--- src/rtl/sm_poly_eval.sv ---
// Multi-cycle polynomial evaluator using Horner's rule, one multiply-accumulate per clock.
// Start/done handshake, per-request negative pass-through mode and a per-request overflow flag.
module sm_poly_eval #(
  parameter int XW    = 16,
  parameter int YW    = 32,
  parameter int CW    = 16,
  parameter int ORDER = 2
) (
  input  logic                      clk,
  input  logic                      rst,
  input  logic                      start,
  input  logic                      mode,
  input  logic [XW-1:0]             x_in,
  input  logic [(ORDER+1)*CW-1:0]   coef,
  output logic                      busy,
  output logic                      done,
  output logic [YW-1:0]             y_out,
  output logic                      ovf
);

  localparam int FW = YW + XW + 1;
  localparam int KW = (ORDER > 1) ? $clog2(ORDER) : 1;

  typedef enum logic [1:0] {
    IDLE = 2'd0,
    CALC = 2'd1,
    DONE = 2'd2
  } state_t;

  state_t                    state_r;
  logic signed [XW-1:0]      x_r;
  logic [(ORDER+1)*CW-1:0]   coef_r;
  logic signed [YW-1:0]      acc_r;
  logic [KW-1:0]             k_r;
  logic                      ovf_int_r;

  logic signed [CW-1:0]      coef_k_s;
  logic signed [FW-1:0]      full_s;
  logic                      step_ovf_s;

  // True when the exact Horner result does not survive truncation to YW bits.
  function automatic logic wrap_ovf(input logic signed [FW-1:0] full);
    logic [FW-1:0] resext;
    resext = {{(FW-YW){full[YW-1]}}, full[YW-1:0]};
    return (full != resext);
  endfunction

  // One Horner step at full precision: acc*x + c[k], with the truncation check.
  always_comb begin
    coef_k_s   = coef_r[k_r*CW +: CW];
    full_s     = FW'(acc_r) * FW'(x_r) + FW'(coef_k_s);
    step_ovf_s = wrap_ovf(full_s);
  end

  // Control FSM, datapath registers and registered handshake outputs.
  always_ff @(posedge clk) begin
    if (rst) begin
      state_r   <= IDLE;
      x_r       <= {XW{1'b0}};
      coef_r    <= {((ORDER+1)*CW){1'b0}};
      acc_r     <= {YW{1'b0}};
      k_r       <= {KW{1'b0}};
      ovf_int_r <= 1'b0;
      busy      <= 1'b0;
      done      <= 1'b0;
      y_out     <= {YW{1'b0}};
      ovf       <= 1'b0;
    end else begin
      case (state_r)
        IDLE: begin
          done <= 1'b0;
          if (start) begin
            x_r       <= x_in;
            coef_r    <= coef;
            busy      <= 1'b1;
            ovf_int_r <= 1'b0;
            // Piecewise mode passes negative operands straight through.
            if (mode && x_in[XW-1]) begin
              acc_r   <= YW'($signed(x_in));
              state_r <= DONE;
            end else begin
              acc_r   <= YW'($signed(coef[ORDER*CW +: CW]));
              k_r     <= KW'(ORDER - 1);
              state_r <= CALC;
            end
          end else begin
            busy <= 1'b0;
          end
        end
        CALC: begin
          acc_r     <= full_s[YW-1:0];
          ovf_int_r <= ovf_int_r | step_ovf_s;
          if (k_r == {KW{1'b0}}) begin
            state_r <= DONE;
          end else begin
            k_r <= k_r - KW'(1);
          end
        end
        DONE: begin
          // First cycle publishes the result; the second retires to IDLE.
          if (!done) begin
            y_out <= acc_r;
            ovf   <= ovf_int_r;
            done  <= 1'b1;
          end else begin
            done    <= 1'b0;
            busy    <= 1'b0;
            state_r <= IDLE;
          end
        end
        default: begin
          state_r <= IDLE;
          busy    <= 1'b0;
          done    <= 1'b0;
        end
      endcase
    end
  end

endmodule

--- config.mk ---
export PLATFORM = sky130hd
export DESIGN_NAME = sm_poly_eval
export DESIGN_NICKNAME = d
export VERILOG_FILES = /design/src/rtl/sm_poly_eval.sv
export SDC_FILE = /design/constraint.sdc
export NUM_CORES = 2
export LEC_CHECK = 0
export BUFFER_PORTS_ARGS = -buffer_cell sky130_fd_sc_hd__buf_2
export CAP_MARGIN = 30
export CORE_MARGIN = 2
export CORE_UTILIZATION = 48
export CTS_CLUSTER_SIZE = 20
export DETAILED_ROUTE_END_ITERATION = 8
export PLACE_DENSITY = 0.67
export SYNTH_ARGS = -nofsm -noshare
export SYNTH_HDL_FRONTEND = slang
export SYNTH_SLANG_ARGS = --single-unit
--- constraint.sdc ---
create_clock -name clk -period 6.8 [get_ports clk]
set_input_delay 1.36 -clock clk [delete_from_list [all_inputs] [get_ports clk]]
set_output_delay 1.36 -clock clk [all_outputs]
set_load 0.03 [all_outputs]
# Yosys cells after proc, flatten, opt, wreduce, memory -nomap -nowiden
# Index checks and enable logic that the tools add are counted.
# op_classes
n_mux	19
shift	1
reduce_logical	9
multipliers	1
add_sub_neg	2
eq_ne	7
bitwise_logic	3
# ops
operator	count
$mux 32	2
$pmux 32 s2	1
$add 48x16->49	1
$mul 32x16->48	1
$shiftx 48x6->16	1
$ne 17x17->1	1
$mux 2	4
$ne 2x2->1 const B	4
$reduce_and 2->1	4
$mux 1	7
$pmux 1 s2	3
$pmux 2 s3	1
$reduce_and 3->1	2
$pmux 1 s3	1
$eq 2x1->1 const B	1
$eq 2x2->1 const B	1
$logic_not 2->1	1
$not 1->1	2
$reduce_bool 2->1	1
$logic_and 1x1->1	1
$or 1x1->1	1
$sub 1x1->1 const B	1
# totals
ff_bits	135
output_inout_bits	35
word_cells	52
in_bits	68

# Longest topological paths before layout
# logic_depth
depth_word	5
mapped_depth	27
depth_no_buf	25

# Worst setup path after synthesis
# No wires, ideal clock.
# synth_timing
path_type	reg2reg
from	register k_r
to	register ovf_int_r
path_stages_with_launch	24
arrival_time_ps	6553
setup_time_ps	120
setup_slack_ps	127
required_time_ps	6680
path_buffers	2
period_less_slack_ps	6673
path_cell_list	dfxtp_1 -> clkbuf_1 -> clkbuf_1 -> mux2i_1 -> inv_1 -> ha_1 -> fa_1 -> inv_1 -> fa_1 -> fa_1 -> fa_1 -> inv_1 -> ha_1 -> nand2_1 -> nand2_1 -> a21o_1 -> a21oi_1 -> o31a_1 -> nand3_1 -> a221oi_1 -> xnor2_1 -> and2b_2 -> o31a_1 -> o31a_1
# synth_via
elab_chain_cells	5
# synth_lines
item	line	source
start: declaration	34	logic [KW-1:0] k_r;
start signal: assignment	62	k_r <= {KW{1'b0}};
start signal: assignment	83	k_r <= KW'(ORDER - 1);
start signal: assignment	96	k_r <= k_r - KW'(1);
$shiftx 48x6->16	50	coef_k_s = coef_r[k_r*CW +: CW];
$add 48x16->49	51	full_s = FW'(acc_r) * FW'(x_r) + FW'(coef_k_s);
$ne 17x17->1	45	return (full != resext);
$or 1x1->1	92	ovf_int_r <= ovf_int_r | step_ovf_s;
$pmux 1 s2	69	case (state_r)
end signal: assignment	92	
end: declaration	35	logic ovf_int_r;
# Every way passes these cells.
# A chain may end at the register's enable or synchronous reset.

# Final worst setup path
# layout_timing
from	register x_r[6]
to	register ovf_int_r
# layout_via
elab_chain_cells	5
# layout_lines
item	line	source
start: declaration	31	logic signed [XW-1:0] x_r;
start signal: assignment	59	x_r <= {XW{1'b0}};
start signal: assignment	73	x_r <= x_in;
$mul 32x16->48	51	
$add 48x16->49	51	
$ne 17x17->1	45	
$or 1x1->1	92	
$pmux 1 s2	69	
# Every way passes these cells.

==> impl_metrics.py <==
metrics = {
    "min_path": {
        "whs_path_depth": 2,
        "min_to": "y_out[1]$_SDFFE_PP0P_",
        "min_from": "y_out[1]$_SDFFE_PP0P_",
        "worstHoldPathType": "register to register",
    },
    "cells_and_area": {
        "finalNonFillerCells": 3528,
        "drive_gt1_share_pct": 17.22,
        "finalNetCount": 3560,
        "postLayoutCellArea_um2": 27590,
        "syn_to_final_growth_pct": 16.91,
    },
    "clocking": {
        "h-tree-depth": 4,
        "numCtsBuffers": 17,
        "tritoncts": "done",
        "cts_sinks": 119,
        "insertion_delay_ns": 0.45,
        "cts_max_path_buffers": 2,
        "postCtsHoldBufs": 0,
        "clk_pin_slew_ns": 0.06,
        "cts_root_buffer": "clkbuf_16",
    },
    "outcome": {
        "status": "finished clean",
    },
    "power_and_ir_drop": {
        "ir_worst_vdd_mv": 0.2771,
        "leakagePower_uw": 0.01266,
        "pwr_density_cell_nw_per_um2": 224.5,
    },
    "timing": {
        "setup_viol": 0,
        "slew_headroom_pct": 30.22,
        "min_period_ns": 6.790,
        "rsz0062_at_grt": "true",
        "hold_viol": 0,
        "hold_slack_ns": 0.4518,
        "tightest_slew_ns": 1.047,
        "fin_ws_ns": 0.009924,
        "fmax_ghz": 0.1473,
        "clock_skew_ns": 0.01004,
        "drv_slew": 0,
        "layout_worst_path_cycle_share_pct": 99.85,
    },
    "yosys": {
        "synth_edf_count": 0,
        "ys_types": 67,
        "synth_fp_nets": 3384,
        "yosysSeqAreaShare_pct": 10.09,
        "async_flop_share_pct": 0,
        "synth_ff_type": "dfxtp_1",
        "syn_avg_cell_area_um2": 8.826,
        "synth.top_cell.area_share_pct": 44.62,
        "synthTopCellsByCount": "526 x fa_1, 483 x nand2_1, 467 x inv_1",
        "synth_area_leader_cell": "fa_1",
        "ys_seq_elements": 119,
        "syn_area_um2": 23600,
        "syn_inst": 2674,
        "synth_area_leaders": "fa_1 45%, dfxtp_1 10%, nand2_1 7.7%",
        "yosysMostFrequentCell": "fa_1",
        "yosysWarnings": 0,
    },
    "floorplan": {
        "start_util_pct": 48.42,
        "coreArea_um2": 48750,
        "ios": 103,
        "die_h_um": 225.7,
        "dieArea_um2": 50960,
        "rows": 81,
        "fp.dieW_um": 225.7,
    },
    "route": {
        "vias": 19081,
        "viasPerCell": 5.408,
        "drc": 0,
        "wire_per_inst_um": 20.09,
        "dr.pass1.iters": 6,
        "wl_mm": 70.88,
        "drt_first_iter_violations": 1301,
        "drtAntennaViolNets": 0,
    },
    "placement": {
        "place_congestion": 0.9262,
        "post-dp-hpwl_mm": 57.74,
        "dp.cells": 3480,
        "place_area_um2": 26180,
        "portBuffers": 102,
        "place_ws_ns": -0.2346,
    },
    "worst_setup_path": {
        "setup.worst_path.class": "register to register",
        "worstPathArrival_ns": 7.13,
        "rr_worst_depth": 26,
        "path_max_fanout": 7,
        "critPathLaunchType": "register",
        "timing.rr.start": "x_r[6]$_SDFFE_PP0P_",
        "crit_required_ns": 7.14,
        "r2r_end": "ovf_int_r$_SDFFE_PP0P_",
        "cp_slowest_cell": "fa_1",
        "critPathBufInv": 7,
        "cp-end-kind": "register",
        "cpPeakStageDelay_ns": 0.58,
        "reg2reg_slack_ns": 0.01,
        "cpMostUsedCell": "fa_1",
        "path_delay_family": "adder cells",
    },
    "grt": {
        "grt_max_degree": 93,
        "grt_pass1_wl_mm": 113.1,
        "grt_usage_pct": 29.09,
        "grt_pass1_vias": 20895,
        "antenna_found_initial": 2,
        "gr-total-overflow": 0,
    },
    "job": {
        "max_cap_viol_count": 0,
    },
}
[worst register-to-register path, cell delays in order (launching register included)]
cell	delay, ns
dfxtp_4	0.37
buf_12	0.15
buf_12	0.15
and2_4	0.16
fa_1	0.52
inv_2	0.04
fa_1	0.51
inv_2	0.05
fa_2	0.53
fa_1	0.45
fa_1	0.54
inv_2	0.04
fa_1	0.58
inv_2	0.07
ha_4	0.27
buf_6	0.09
nand2_1	0.04
o21a_1	0.22
or3_1	0.39
a31oi_2	0.24
nand2_1	0.14
o21ai_4	0.12
a311oi_2	0.13
xor2_1	0.22
nor4bb_2	0.32
a21oi_1	0.07
o31a_1	0.27
[sequential cells by signal, summed over array words and instances, names as in the netlist]
signal and cells:
coef_r 32, y_out 32, busy 1, ovf_int_r 1, done 1, state_r 2
acc_r 32, k_r 1, x_r 16, ovf 1
[timing repair]
item / in CTS / in global routing
resized for setup: 62 / 67
setup endpoints to repair: 1 / 1
gates cloned: 3 / 2
pin swaps: 27 / 32
setup buffers: 8 / 3
[cell type report]
class | count | area, um2
clock inverters | 15 | 191.4
repair buffers | 325 | 2720
fillers | 4334 | 21160
inverters | 467 | 1753
multi-input cells | 1920 | 19250
well taps | 664 | 830.8
diodes | 1 | 2.502
flip-flops and latches | 119 | 2421
clock buffers | 17 | 425.4
[through the flow]
| stage | total power (uW) | util [%] | setup TNS, ns |
|---|---|---|---|
| final | 6194 | 56.60 | 0 |
| after global routing | 6604 | 56.60 | -0.1391 |
| after floorplan | 3308 | - | 0 |
| after detailed placement | 4883 | 53.71 | -0.2346 |
| after global placement | 4842 | 53.65 | -0.2151 |
| after CTS | 6023 | 55.91 | 0 |
[routing by layer]
| metal | vias up | global-route usage [%] | wire length [um] |
|---|---|---|---|
| li1 | 8456 | - | - |
| met1 | 9849 | 35.46 | 27410 |
| met2 | 613 | 52.05 | 37040 |
| met3 | 163 | 2.927 | 3197 |
| met4 | 0 | 13.14 | 3232 |
| met5 | - | 0 | 0 |
[cells by family after synthesis]
logic type | share of synthesized area, %
and+or+nand+nor | 17.96
DFF | 10.09
muxes | 1.082
adders and majority gates | 50.77
AOI/OAI and AO/OA | 7.798
xor gates and xnor gates | 1.893
buffers and inverters | 10.41
[worst max-delay path by stage]
stage | start | end | cells after the start
finish | x_r[6]$_SDFFE_PP0P_ | ovf_int_r$_SDFFE_PP0P_ | 26
CTS | x_r[7]$_SDFFE_PP0P_ | ovf_int_r$_SDFFE_PP0P_ | 26
detailed placement | x_r[5]$_SDFFE_PP0P_ | ovf_int_r$_SDFFE_PP0P_ | 25
floorplan | k_r$_SDFFE_PP0P_ | ovf_int_r$_SDFFE_PP0P_ | 23
global route | acc_r[27]$_SDFFE_PP0P_ | ovf_int_r$_SDFFE_PP0P_ | 23
global placement | x_r[7]$_SDFFE_PP0P_ | ovf_int_r$_SDFFE_PP0P_ | 23
[cells in the final DEF, fill, tap and decap left out, drive strengths merged, types with 19 or more instances in the layout]
master and count:
a21o 20, a21oi 163, and2 227, buf 320
clkbuf 19, dfxtp 119, fa 526, ha 116
inv 472, mux2 20, nand2 483, nand2b 19
nand3 27, nor2 77, nor3 22, o21ai 35
xnor2 34
[power by group]
group | total [uW] | switching [uW] | internal [uW]
logic | 4390 | 2450 | 1940
registers | 843 | 86.6 | 756
clock network | 959 | 376 | 583
Power figures use the tool's default switching activity.
